### src/rtl/pipelined_addsub.sv
// Pipelined adder/subtractor: the carry chain is cut into STAGES equal segments,
// one segment per pipeline stage, with a global valid/ready stall.
module pipelined_addsub #(
  parameter int WIDTH  = 8,
  parameter int STAGES = 2
) (
  input  logic             clock,
  input  logic             reset_n,
  input  logic             in_valid,
  output logic             in_ready,
  input  logic [WIDTH-1:0] ain,
  input  logic [WIDTH-1:0] bin,
  input  logic             sub,
  input  logic             cin,
  output logic             out_valid,
  input  logic             out_ready,
  output logic [WIDTH-1:0] out,
  output logic             carry_out,
  output logic             overflow
);

  localparam int SEG = WIDTH / STAGES;

  // Handshake: a transfer happens on a side when its valid && ready are both high
  // at a rising edge; ready never depends on the same side's valid.
  logic advance;

  // Stage registers: operands (b already inverted for subtract), partial result, segment carry.
  logic             v_q [STAGES];
  logic [WIDTH-1:0] a_q [STAGES];
  logic [WIDTH-1:0] b_q [STAGES];
  logic [WIDTH-1:0] r_q [STAGES];
  logic             c_q [STAGES];

  // Inputs seen by each stage: stage 0 takes the ports, later stages the previous register.
  logic             src_v [STAGES];
  logic [WIDTH-1:0] src_a [STAGES];
  logic [WIDTH-1:0] src_b [STAGES];
  logic [WIDTH-1:0] src_r [STAGES];
  logic             src_c [STAGES];
  logic [WIDTH-1:0] nr    [STAGES];
  logic             nc    [STAGES];
  logic [SEG:0]     seg_sum;

  always_comb begin
    src_v[0] = in_valid;
    src_a[0] = ain;
    src_b[0] = sub ? ~bin : bin;
    src_r[0] = '0;
    src_c[0] = sub ? ~cin : cin;
    for (int k = 1; k < STAGES; k++) begin
      src_v[k] = v_q[k-1];
      src_a[k] = a_q[k-1];
      src_b[k] = b_q[k-1];
      src_r[k] = r_q[k-1];
      src_c[k] = c_q[k-1];
    end
  end

  always_comb begin
    seg_sum = '0;
    for (int k = 0; k < STAGES; k++) begin
      nr[k] = src_r[k];
      nc[k] = 1'b0;
      seg_sum = {1'b0, src_a[k][k*SEG +: SEG]} + {1'b0, src_b[k][k*SEG +: SEG]}
              + {{SEG{1'b0}}, src_c[k]};
      nr[k][k*SEG +: SEG] = seg_sum[SEG-1:0];
      nc[k] = seg_sum[SEG];
    end
  end

  // Stage data only loads with a valid op so out and flags hold across bubbles.
  always_ff @(posedge clock or negedge reset_n) begin
    if (!reset_n) begin
      for (int k = 0; k < STAGES; k++) begin
        v_q[k] <= 1'b0;
        a_q[k] <= '0;
        b_q[k] <= '0;
        r_q[k] <= '0;
        c_q[k] <= 1'b0;
      end
    end else if (advance) begin
      for (int k = 0; k < STAGES; k++) begin
        v_q[k] <= src_v[k];
        if (src_v[k]) begin
          a_q[k] <= src_a[k];
          b_q[k] <= src_b[k];
          r_q[k] <= nr[k];
          c_q[k] <= nc[k];
        end
      end
    end
  end

  assign advance   = !out_valid || out_ready;
  assign in_ready  = advance;
  assign out_valid = v_q[STAGES-1];
  assign out       = r_q[STAGES-1];
  assign carry_out = c_q[STAGES-1];
  // Derived purely from last-stage registers, so it changes only together with out.
  assign overflow  = (a_q[STAGES-1][WIDTH-1] == b_q[STAGES-1][WIDTH-1]) &&
                     (r_q[STAGES-1][WIDTH-1] != a_q[STAGES-1][WIDTH-1]);

endmodule

### config.mk
export PLATFORM = sky130hd
export DESIGN_NAME = pipelined_addsub
export DESIGN_NICKNAME = d
export VERILOG_FILES = /design/src/rtl/pipelined_addsub.sv
export SDC_FILE = /design/constraint.sdc
export NUM_CORES = 1
export LEC_CHECK = 0
export ABC_AREA = 0
export CAP_MARGIN = 10
export CORE_AREA = 8 8 77 79
export CTS_CLUSTER_DIAMETER = 150
export CTS_CLUSTER_SIZE = 24
export DETAILED_ROUTE_END_ITERATION = 12
export DIE_AREA = 0 0 85 87
export HOLD_SLACK_MARGIN = 0.06
export SETUP_SLACK_MARGIN = 0.4
export SLEW_MARGIN = 30
export SYNTH_ARGS = -nofsm -noshare
export SYNTH_HDL_FRONTEND = slang
export SYNTH_SLANG_ARGS = --single-unit
### constraint.sdc
create_clock -name clock -period 2.2 [get_ports clock]
set_clock_uncertainty 0.2 [all_clocks]
set_input_delay 0.22 -clock clock [delete_from_list [all_inputs] [get_ports clock]]
set_output_delay 0.22 -clock clock [all_outputs]
set_load 0.02 [all_outputs]
==> impl_metrics.ini <==
[run_status]
status = finished, final reports clean

[synthesis]
synth_xor_area_frac = 0.0707
synth_edf_count = 0
synth_compound_gate_area_share = 0.123
netlist_area_um2 = 1360
ys_seq_area_frac = 0.478
synth_seq_cells = 26
postSynth.asyncResetShare = 1.00
yosysUniqueCellTypes = 28
synth_cells = 113
synth_area_leader_cell = dfrtp_1
syn_avg_cell_area_um2 = 12.1
synth_nets = 145
synth_top_family_by_area = compound AO/OA/AOI/OAI gates
synth_top_area_frac = 0.478
synth-adder-area-share = 0.114
synthFlopType = dfrtp_1
yosysMostFrequentCell = dfrtp_1
synth_area_leaders = dfrtp_1, mux2_2, o21ai_0
netlist_top_cells_count = dfrtp_1, o21ai_0, mux2_2
muxShareOfSynthArea = 0.113
yosys.area_share.simple = 0.0661
ys_warn_count = 0

[detailed_routing]
drc = 0
drt_iter0_markers = 43
detail-route-antenna-nets = 0
drt-vias-per-instance = 4.53
wl_per_cell_um = 14.0
firstDrtPassIters = 4
routed_wl_mm = 2.95
vias = 955

[pwr]
power_density_nw_per_um2 = 949
power_frac_seq = 0.403
p_leak_nw = 0.820
p_sw_frac = 0.333
power_frac_comb = 0.431
clkPwrFrac = 0.166
p_int_mw = 1.20
p_sw_mw = 0.601
ir_worst_vdd_mv = 0.303
finalPower_mw = 1.80

[setup_path]
cp-end-kind = flop
path_max_fanout = 4
r2r-start = c_q[1]
crit_required_ns = 2.15
critPathLaunchType = primary input
startpoint = sub
crit_arrival_ns = 1.72
crit_type = in2reg

[grt]
grt_pass1_vias = 1146
grt_pass1_wl_mm = 5.17
grt_overflow = 0
grt_max_degree = 27
antenna_found_initial = 0
track_usage = 0.0873

[floorplanning]
start_util = 0.281
dieWidth_um = 85
dieArea_um2 = 7400
core_area_um2 = 4850
rows = 26
boundaryPins = 34
die_height_um = 87

[cts]
cts_htree_levels = 1
clockRootBuffer = clkbuf_8
cts_buffer_depth = 2
clk_latency_ns = 0.26
tritoncts = yes
numCtsBuffers = 3
cts_sinks = 26
clk_pin_slew_ns = 0.08
cts_hold_buf = 0

[run]
cap_violations = 0

[timing]
slew_headroom = 0.785
fmax_ghz = 0.566
period_needed_ns = 1.77
rsz0062_at_grt = true
fin_crit_sh = 0.802
finalHoldViolations = 0
finalMaxSlewViolations = 0
holdWs_ns = 0.107
timing.setup.tns_ns = 0
finalSetupViolCount = 0
tightest_slew_ns = 0.323

[placement]
hpwl_mm = 2.28
port_buffers = 33
post_dp_cell_area_um2 = 1780
place_congestion = 0.763

[layout]
drive_gt1_frac = 0.265
nFillCells = 466
n_antenna_cell = 0
final_nets = 188
area_growth_pct = 39.5
post-route-util = 0.392
design_area_um2 = 1900

[worst_hold_path]
hold_class = in2async
-- layout make-up --
type | count | area, um^2 | area share
well taps | 56 | 70.1 | 0.0369
multi-input cells | 78 | 711 | 0.374
inverters | 6 | 27.5 | 0.0145
clock buffers | 4 | 55.1 | 0.0290
flip-flops and latches | 26 | 651 | 0.342
repair buffers | 41 | 387 | 0.203
-- final timing paths --
kind                            to  slack (ns)  cells after the start
min reg2reg                 out[3]        0.31                      1
min in group clock         b_q[15]        0.18                      4
min                         out[2]        0.11                      2
max reg2reg                 out[5]        0.49                      4
max in group asynchronous  b_q[14]        1.45                      2
max                         c_q[1]        0.43                      7
-- state kept, by name (all words and copies together) (netlist names) --
register	cells
a_q	5
b_q	5
nr	4
src_v	1
carry_out	1
c_q	1
out_valid	1
out	8
-- cells by family after synthesis --
family,after synthesis
AOI/OAI and AO/OA,30
adders and majority gates,10
DFF,26
muxes,13
and+or+nand+nor,14
xor gates and xnor gates,11
buffers and inverters,9
-- routing by layer --
| layer | track usage | vias up | share of wire |
|---|---|---|---|
| met5 | 0 | - | 0 |
| met4 | 0.0340 | 0 | 0.0085 |
| met3 | 0.0274 | 4 | 0.068 |
| met2 | 0.144 | 26 | 0.50 |
| met1 | 0.103 | 457 | 0.42 |
| li1 | - | 468 | - |
-- through the flow --
stage | cells | worst slack (ns)
detailed placement | 203 | -0.295
finish | 211 | 0.435
global route | 211 | 0.369
CTS | 209 | 0.349
global placement | 203 | -0.234
floorplan | 113 | 0.257
-- repair_timing --
item | CTS | global route
buffers inserted | 2 | 2
pin swaps | 2 | 9
resized for setup | 10 | 17
setup endpoints to repair | 9 | 5
-- placed cells by master (no fill, tap or decap), types with 2 or more instances in the layout --
cell / n
dfrtp_1: 26
clkbuf_2: 2
xor2_2: 2
clkdlybuf4s50_1: 27
nor3_1: 2
clkbuf_8: 4
o21ai_1: 5
xnor2_1: 4
nand2_1: 3
and3b_1: 2
mux2_2: 11
buf_4: 8
nand3_1: 2
fa_2: 4
a21oi_1: 5
mux2_4: 2
xor2_1: 4
ha_1: 6
o21ai_0: 14
dlygate4sd2_1: 3
inv_1: 5
-- critical path: stages --
cell     delay (ns)
buf_12         0.11
xor2_4         0.18
fa_2           0.41
fa_2           0.40
a21o_1         0.19
a21oi_2        0.12
o21ai_1        0.08
-- power by group through the flow --
stage	combinational (mW)	sequential (mW)	clock [mW]
after global placement	0.745	0.731	0
after CTS	0.770	0.729	0.311
after global routing	0.868	0.750	0.324
after detailed placement	0.768	0.736	0
final	0.777	0.727	0.299
after floorplan	0.343	0.820	0
(Power assumes the default switching activity.)
